`src/rtl/ahb_apb_pkg.sv`:
```
// ---------------------------------------------------------------------------
// ahb_apb_pkg
// Shared definitions for the AHB-to-APB multi-completer bridge:
//   - HTRANS transfer-type encodings
//   - HRESP response codes
//   - bridge FSM state enumeration
//   - is_active_trans(): true for NONSEQ/SEQ transfers
// ---------------------------------------------------------------------------
package ahb_apb_pkg;

  localparam logic [1:0] HTRANS_IDLE   = 2'b00;
  localparam logic [1:0] HTRANS_BUSY   = 2'b01;
  localparam logic [1:0] HTRANS_NONSEQ = 2'b10;
  localparam logic [1:0] HTRANS_SEQ    = 2'b11;

  localparam logic [1:0] HRESP_OKAY  = 2'b00;
  localparam logic [1:0] HRESP_ERROR = 2'b01;

  typedef enum logic [2:0] {
    ST_IDLE,
    ST_LATCH,
    ST_SETUP,
    ST_ACCESS,
    ST_ERR1,
    ST_ERR2
  } bridge_state_e;

  // IDLE and BUSY carry no transfer; only NONSEQ/SEQ start one.
  function automatic logic is_active_trans(input logic [1:0] htrans);
    return (htrans == HTRANS_NONSEQ) || (htrans == HTRANS_SEQ);
  endfunction

endpackage

```
`src/rtl/apb_slave_decoder.sv`:
```
// ---------------------------------------------------------------------------
// apb_slave_decoder
// Combinational completer decode: turns a binary region index into a one-hot
// PSEL vector, and flags whether the index maps to an existing completer.
// Ports:
//   index   in  IDX_WIDTH   region index taken from the registered address
//   onehot  out NUM_SLAVES  one-hot select (all zero on a miss)
//   hit     out 1           index < NUM_SLAVES
// ---------------------------------------------------------------------------
module apb_slave_decoder #(
  parameter int NUM_SLAVES = 4,
  parameter int IDX_WIDTH  = 2
) (
  input  logic [IDX_WIDTH-1:0]  index,
  output logic [NUM_SLAVES-1:0] onehot,
  output logic                  hit
);

  // NOTE: every output of a combinational block gets a default first, so no
  // path through the block leaves it unassigned and a latch is never inferred.
  always_comb begin
    onehot = '0;
    hit    = 1'b0;
    for (int i = 0; i < NUM_SLAVES; i++) begin
      if (index == IDX_WIDTH'(i)) begin
        onehot[i] = 1'b1;
        hit       = 1'b1;
      end
    end
  end

endmodule

```
`src/rtl/ahb_apb_multi_bridge.sv`:
```
// ---------------------------------------------------------------------------
// ahb_apb_multi_bridge
// AHB-Lite subordinate that forwards each transfer to one of NUM_SLAVES APB
// completers. Each completer owns a 2**REGION_BITS byte region; the region
// index sits directly above the region offset in HADDR. Indices with no
// completer (NUM_SLAVES not a power of two) get a two-cycle ERROR response
// without any APB activity.
// Ports:
//   HCLK, HRESETn                 clock, async active-low reset
//   HSEL, HADDR, HTRANS, HWRITE,  AHB address phase
//   HREADY_IN, HWDATA             AHB bus ready, write data (data phase)
//   HRDATA, HRESP, HREADY_OUT     AHB response
//   PSEL, PENABLE, PADDR,         APB requester side
//   PWRITE, PWDATA
//   PRDATA, PREADY, PSLVERR       per-completer APB responses (packed)
// ---------------------------------------------------------------------------
module ahb_apb_multi_bridge
  import ahb_apb_pkg::*;
#(
  parameter int ADDR_WIDTH  = 32,
  parameter int DATA_WIDTH  = 32,
  parameter int NUM_SLAVES  = 4,
  parameter int REGION_BITS = 12
) (
  input  logic                           HCLK,
  input  logic                           HRESETn,
  input  logic                           HSEL,
  input  logic [ADDR_WIDTH-1:0]          HADDR,
  input  logic [1:0]                     HTRANS,
  input  logic                           HWRITE,
  input  logic                           HREADY_IN,
  input  logic [DATA_WIDTH-1:0]          HWDATA,
  output logic [DATA_WIDTH-1:0]          HRDATA,
  output logic [1:0]                     HRESP,
  output logic                           HREADY_OUT,
  output logic [NUM_SLAVES-1:0]          PSEL,
  output logic                           PENABLE,
  output logic [ADDR_WIDTH-1:0]          PADDR,
  output logic                           PWRITE,
  output logic [DATA_WIDTH-1:0]          PWDATA,
  input  logic [NUM_SLAVES*DATA_WIDTH-1:0] PRDATA,
  input  logic [NUM_SLAVES-1:0]          PREADY,
  input  logic [NUM_SLAVES-1:0]          PSLVERR
);

  localparam int IDX_WIDTH = (NUM_SLAVES > 1) ? $clog2(NUM_SLAVES) : 1;

  bridge_state_e state, state_next;

  logic [ADDR_WIDTH-1:0] addr_q;
  logic                  write_q;
  logic [IDX_WIDTH-1:0]  idx_q;
  logic [IDX_WIDTH-1:0]  haddr_idx;

  logic [NUM_SLAVES-1:0] slave_onehot;
  logic                  slave_hit;
  logic                  sel_ready;
  logic                  sel_err;
  logic                  complete_ok;
  logic                  start;
  logic [DATA_WIDTH-1:0] rdata_sel;

  // Region index from the address phase; a single completer always decodes to 0.
  if (NUM_SLAVES == 1) begin : g_single
    assign haddr_idx = '0;
  end else begin : g_multi
    assign haddr_idx = HADDR[REGION_BITS +: IDX_WIDTH];
  end

  apb_slave_decoder #(
    .NUM_SLAVES (NUM_SLAVES),
    .IDX_WIDTH  (IDX_WIDTH)
  ) u_decoder (
    .index  (idx_q),
    .onehot (slave_onehot),
    .hit    (slave_hit)
  );

  // Only the selected completer's handshake and read data matter; masking with
  // the one-hot select avoids any out-of-range indexing.
  assign sel_ready = |(PREADY  & slave_onehot);
  assign sel_err   = |(PSLVERR & slave_onehot);

  always_comb begin
    rdata_sel = '0;
    for (int i = 0; i < NUM_SLAVES; i++) begin
      if (slave_onehot[i]) begin
        rdata_sel = rdata_sel | PRDATA[i*DATA_WIDTH +: DATA_WIDTH];
      end
    end
  end

  assign complete_ok = (state == ST_ACCESS) && sel_ready && !sel_err;

  // A new address phase is taken whenever the bridge is, or is just becoming,
  // free: idle, second error cycle, or the OKAY-completing access cycle.
  assign start = HSEL && is_active_trans(HTRANS) && HREADY_IN &&
                 ((state == ST_IDLE) || (state == ST_ERR2) || complete_ok);

  // State register.
  // NOTE: clocked state uses non-blocking assignments so every register samples
  // pre-edge values regardless of the order the blocks are evaluated in.
  always_ff @(posedge HCLK or negedge HRESETn) begin
    if (!HRESETn) state <= ST_IDLE;
    else          state <= state_next;
  end

  // Next-state logic.
  always_comb begin
    state_next = state;
    unique case (state)
      ST_IDLE:   state_next = start ? ST_LATCH : ST_IDLE;
      ST_LATCH:  state_next = slave_hit ? ST_SETUP : ST_ERR1;
      ST_SETUP:  state_next = ST_ACCESS;
      ST_ACCESS: begin
        if (sel_ready) begin
          if (sel_err) state_next = ST_ERR1;
          else         state_next = start ? ST_LATCH : ST_IDLE;
        end
      end
      ST_ERR1:   state_next = ST_ERR2;
      ST_ERR2:   state_next = start ? ST_LATCH : ST_IDLE;
      default:   state_next = ST_IDLE;
    endcase
  end

  // Output logic.
  always_comb begin
    PSEL       = '0;
    PENABLE    = 1'b0;
    HREADY_OUT = 1'b0;
    HRESP      = HRESP_OKAY;
    HRDATA     = '0;
    unique case (state)
      ST_IDLE:   HREADY_OUT = 1'b1;
      ST_SETUP:  PSEL = slave_onehot;
      ST_ACCESS: begin
        PSEL       = slave_onehot;
        PENABLE    = 1'b1;
        HREADY_OUT = complete_ok;
        if (complete_ok && !write_q) HRDATA = rdata_sel;
      end
      ST_ERR1:   HRESP = HRESP_ERROR;
      ST_ERR2: begin
        HRESP      = HRESP_ERROR;
        HREADY_OUT = 1'b1;
      end
      default: ;
    endcase
  end

  // Address-phase capture and APB request registers. The APB fields load only
  // in LATCH, so they hold steady through SETUP/ACCESS and keep their last
  // values between transfers.
  always_ff @(posedge HCLK or negedge HRESETn) begin
    if (!HRESETn) begin
      addr_q  <= '0;
      write_q <= 1'b0;
      idx_q   <= '0;
      PADDR   <= '0;
      PWRITE  <= 1'b0;
      PWDATA  <= '0;
    end else begin
      if (start) begin
        addr_q  <= HADDR;
        write_q <= HWRITE;
        idx_q   <= haddr_idx;
      end
      if (state == ST_LATCH) begin
        PADDR  <= addr_q;
        PWRITE <= write_q;
        PWDATA <= HWDATA;
      end
    end
  end

endmodule

```
`config.mk`:
```
export PLATFORM = sky130hd
export DESIGN_NAME = ahb_apb_multi_bridge
export DESIGN_NICKNAME = d
export VERILOG_FILES = /design/src/rtl/ahb_apb_pkg.sv /design/src/rtl/apb_slave_decoder.sv /design/src/rtl/ahb_apb_multi_bridge.sv
export SDC_FILE = /design/constraint.sdc
export NUM_CORES = 1
export LEC_CHECK = 0
export BUFFER_PORTS_ARGS = -buffer_cell sky130_fd_sc_hd__buf_2
export CORE_ASPECT_RATIO = 0.9
export CORE_MARGIN = 4
export CORE_UTILIZATION = 46
export CTS_CLUSTER_SIZE = 30
export DETAILED_ROUTE_END_ITERATION = 10
export GPL_ROUTABILITY_DRIVEN = 0
export PLACE_DENSITY = 0.91
export SYNTH_ARGS = -nofsm -noshare
export SYNTH_HDL_FRONTEND = slang
export SYNTH_SLANG_ARGS = --single-unit
```
`constraint.sdc`:
```
create_clock -name HCLK -period 5.64 [get_ports HCLK]
set_input_delay 0.564 -clock HCLK [delete_from_list [all_inputs] [get_ports HCLK]]
set_output_delay 0.564 -clock HCLK [all_outputs]
set_load 0.01 [all_outputs]
```
Word-level counts from Yosys, hierarchy flattened. Cells that the tools add are included. W data, S select, Z words.

Register bits after elaboration: 103. Bits in latches: 0. Memory bits (writable): 0. Memory bits (read-only): 0. Input bits: 207. Word-level logic and storage cells: 63. Memories: 0.

Add/sub/neg operators: 0. Multipliers: 0. Divide/modulo/power cells: 0. $lt $le $gt $ge: 0. Eq/ne operators: 11. Shift operators: 0. Multiplexer cells: 22. Bitwise operators: 5. Reductions and logical operators: 18.

Operators with widths (number): $mux W32 (6); $or A32 B32 Y32 (3); $pmux W3 S5 (1); $mux W1 (10); $mux W3 (3); $and A4 B4 Y4 (2); $eq A2 B2 Y1 const B (4); $reduce_or A4 Y1 (2); $eq A3 B2 Y1 const B (2); $eq A3 B3 Y1 const B (2); $logic_and A1 B1 Y1 (6); $reduce_or A2 Y1 (3); $mux W4 (1); $eq A3 B1 Y1 const B (1); $logic_not A3 Y1 (1); $logic_or A1 B1 Y1 (3); $eq A2 B1 Y1 const B (1); $logic_not A1 Y1 (2); $logic_not A2 Y1 (1); $ne A2 B2 Y1 const B (1); $pmux W1 S2 (1).

Logic depth before layout (Yosys ltp).
Depth in word-level cells: 12. Depth in mapped cells: 8. Depth with buffers taken out: 5.

By module. From an unflattened synthesis, not the netlist that was laid out.

Cells, all modules: 602. Area, all modules: 5800.6 um^2.

By module, submodules not included: ahb_apb_multi_bridge (instances 1, cells an instance 596, area each 5763.0 um^2, seq. area each 2527.4 um^2); apb_slave_decoder (instances 1, cells an instance 6, area each 37.5 um^2, seq. area each 0.0 um^2).

Worst setup path before layout. No wires, ideal clock.

Path kind: input port to output port. Start point: input port PSLVERR[3]. End point: output port HRDATA[10]. Data arrival time: 2.161 ns. Setup slack: 2.915 ns. Cell stages on the path: 5. Path buffers: 1. Path through: mux4_2 > or3b_4 > or3_4 > buf_6 > nor2b_1.

Cells in the longest elaborated chain, start to end: 7.

RTL lines: from (decl) (line ahb_apb_multi_bridge.sv:43) `input logic [NUM_SLAVES-1:0] PSLVERR`; $and A4 B4 Y4 (line ahb_apb_multi_bridge.sv:82) `assign sel_err = |(PSLVERR & slave_onehot);`; $reduce_or A4 Y1 (line ahb_apb_multi_bridge.sv:82); $logic_not A1 Y1 (line ahb_apb_multi_bridge.sv:93) `assign complete_ok = (state == ST_ACCESS) && sel_ready && !sel_err;`; $logic_and A1 B1 Y1 (line ahb_apb_multi_bridge.sv:93); $logic_and A1 B1 Y1 (line ahb_apb_multi_bridge.sv:141) `if (complete_ok && !write_q) HRDATA = rdata_sel;`; $mux W32 (line ahb_apb_multi_bridge.sv:141); $mux W32 (line ahb_apb_multi_bridge.sv:134) `unique case (state)`; to (decl) (line ahb_apb_multi_bridge.sv:33) `output logic [DATA_WIDTH-1:0] HRDATA,`.

No other way between the ends.

==> results by group <==
Outcome
  • Status: finished, final reports clean

Logic synthesis
  • Post-Synth XOR/XNOR Area: 0%
  • Syn avg cell area: 12.3 um^2
  • Proportion of synthesized chip area in sequential cells: 41.9%
  • Unique masters post-synth: 30
  • Synth Instances: 491
  • Netlist Area Pre-Place: 6030 um^2
  • Multiplexer share of the synthesized area: 24.8%
  • Synth Area in Simple Gates: 6.39%
  • Post-synthesis adder-cell area fraction: 0%
  • Compound-Gate Fraction of Synth Area: 22.4%
  • Syn_nets: 698
  • Yosys reg bits: 101
  • Synthesis Warnings: 0
  • Largest family of logic cells by synthesized area: multiplexers

Placement
  • Dpl cell area: 7660 um^2
  • I/O Buffers: 309
  • Worst slack at placement: 2.14 ns
  • DP Wirelength: 14500 um
  • Post-Place Cells: 920

STA
  • Final Worst Setup Slack: 1.83 ns
  • Fin. Hold Viols: 0
  • Final setup skew: 0.00499 ns
  • Final setup TNS: 0 ns
  • Fin crit share: 67.5%
  • Maximum clock rate: 263 MHz
  • Unrepaired setup endpoints after global routing: no
  • Pins Over Slew Limit: 0
  • Worst-margin pin slew: 0.854 ns
  • # setup viols final: 0
  • Min Clock Period, post-route: 3.81 ns
  • Max_slew headroom: 42.7%

Layout
  • Final instance area: 7970 um^2
  • Layout Utilization: 62.6%
  • # fillers: 996
  • Layout cells sized above 1: 58.2%
  • Multi-input gate area: 3270 um^2
  • Flip-flop and latch area: 2530 um^2
  • Post-route insts no fill: 943
  • Final nets: 974
  • Area delta synth->final: 32.2%

Clock network
  • Max H-tree Level: 3
  • Skew-Pair Late Insertion Delay: 0.34 ns
  • TritonCTS clock tree: done
  • Post-CTS Hold Fix Bufs: 0
  • Maximum clock insertion buffer count: 2
  • TritonCTS sink count: 101
  • Post_cts resized: 0
  • TritonCTS Buffers: 9
  • Root Buffer: clkbuf_16
  • Worst-path clk slew: 0.07 ns
  • Post-CTS Setup Bufs: 0

Power
  • Leak: 0.00336 uW
  • PD cells: 444 nW/um^2
  • Peak VDD IR: 282 uV

Drt
  • Drc violations: 0
  • Via count: 5636
  • Vias/cell: 5.98
  • Post-Route WL: 19800 um
  • Initial DRT Pass Iterations: 6
  • DR iter-0 viols: 366
  • Routed len/inst: 21.0 um
  • Antenna-violating nets left: 0

Global route
  • GRT Util Overall: 25.6%
  • Initial antenna violation count: 6
  • First-pass GRT wire length: 30300 um
  • Vias in the first global route: 5793
  • GRT Residual Overflow: 0
  • Pin count of the biggest net entering global routing: 52

Setup path
  • End of the worst register-to-register path: addr_q[13]
  • CP startpoint kind: flop
  • Worst-path maximum fanout: 40
  • Reg-to-Reg Start: addr_q[12]
  • FF-to-FF setup slack: 2.29 ns
  • Critical Setup Path Class: flop to output pin
  • Worst reg2reg path depth: 7
  • Worst setup EP type: output pin
  • Req. time, crit path: 5.08 ns
  • CP Data Arrival Time: 3.24 ns

Die
  • Row count: 39
  • IO Pins: 312
  • Core footprint: 12700 um^2
  • Initial Util: 47.3%
  • Die footprint: 15000 um^2
  • Die Height: 117 um
  • Width of the die: 129 um

Job
  • Max Cap Viol: 0

Worst hold path
  • Worst hold path class: input pin to asynchronous set/reset pin
worst max path at each step:
stage | endpoint | cells after the start | slack [ns] | start
2_1_floorplan | HRDATA[10] | 5 | 2.91 | PSLVERR[3]
3_3_place_gp | HRDATA[29] | 6 | 2.20 | addr_q[12]
3_5_place_dp | HRDATA[29] | 6 | 2.14 | addr_q[12]
4_1_cts | HRDATA[29] | 6 | 1.77 | addr_q[12]
5_1_grt | HRDATA[29] | 6 | 1.63 | addr_q[12]
6_report | HRDATA[29] | 6 | 1.83 | addr_q[12]
metrics by stage:
| stage | total power, uW | hold WS (ns) |
|---|---|---|
| after detailed placement | 2950 | 0.490 |
| after floorplan | 2360 | 0.268 |
| final | 3540 | 0.242 |
| after global routing | 3780 | 0.280 |
| after global placement | 2870 | 0.485 |
| after CTS | 3560 | 0.256 |
cell usage after synthesis:
master    instances  share of area (%)
a21o_1            1               0.12
a21oi_1           1              0.083
a221o_1          32                5.3
a221oi_1          1               0.15
a22oi_1          64                8.0
a32o_1           35                5.8
a32oi_1           1               0.15
and3_1            1               0.10
buf_1             6               0.37
buf_2            12                1.0
buf_4             2               0.25
buf_6             3               0.56
clkbuf_1         35                2.2
conb_1            1              0.062
dfrtp_1         101                 42
mux2_2           65                 12
mux4_2           34                 13
nand2_1           3               0.19
nand2b_1          2               0.21
nand3_1           2               0.17
nor2_1           10               0.62
nor2b_1          37                3.8
nor3_1            4               0.33
nor3_2            1               0.17
nor3_4            1               0.27
nor3b_1           1               0.12
o21ai_0          32                2.7
o311ai_1          1               0.15
or3_4             1               0.19
or3b_4            1               0.19
report_power, final:
part / internal (uW) / leakage [uW] / switching (uW)
registers: 987 / 0.00101 / 252
logic: 869 / 0.00221 / 823
clock network: 319 / 0.000139 / 288
metal layers:
metal | vias up | part of all wire, % | GRT usage [%]
li1 | 2547 | - | -
met3 | 31 | 9.6 | 7.22
met5 | - | 0 | 0
met1 | 2755 | 37 | 30.1
met2 | 303 | 52 | 44.9
met4 | 0 | 1.8 | 9.31
worst max-delay path: stages, from the launching register on:
cell	delay (ns)
dfrtp_2	0.39
buf_4	0.55
mux4_2	0.66
or3b_4	0.42
or3_4	0.50
nor2b_1	0.19
buf_2	0.15
cell type report:
class,instances,area share (%)
multi-input combinational,332,41.0
antenna,7,0.220
tap,164,2.58
timing repair buffer,323,20.8
clock inverter,6,0.691
sequential,101,31.8
clock buffer,10,3.00
flip-flops by register name, indices dropped and copies added (netlist names):
register / flops
PADDR: 32
PWDATA: 32
PWRITE: 1
addr_q: 32
state: 3
write_q: 1
cell families after synthesis:
| kind of cell | Yosys count |
|---|---|
| and+or+nand+nor | 64 |
| other | 1 |
| DFF | 101 |
| AOI/OAI and AO/OA | 168 |
| muxes | 99 |
| buffers and inverters | 58 |
cell usage in the layout (no fill, tap or decap), drive strengths merged, types with 2 or more instances in the layout:
cell type  instances
a221o             32
a22oi             64
a32o              35
buf              323
clkbuf            10
clkinv             2
clkinvlp           2
dfrtp            101
diode              7
inv                2
mux2              65
mux4              34
nand2              3
nand2b             2
nand3              2
nor2              10
nor2b             37
nor3               6
o21ai             32
No activity file was read; power rests on OpenSTA's default activity.
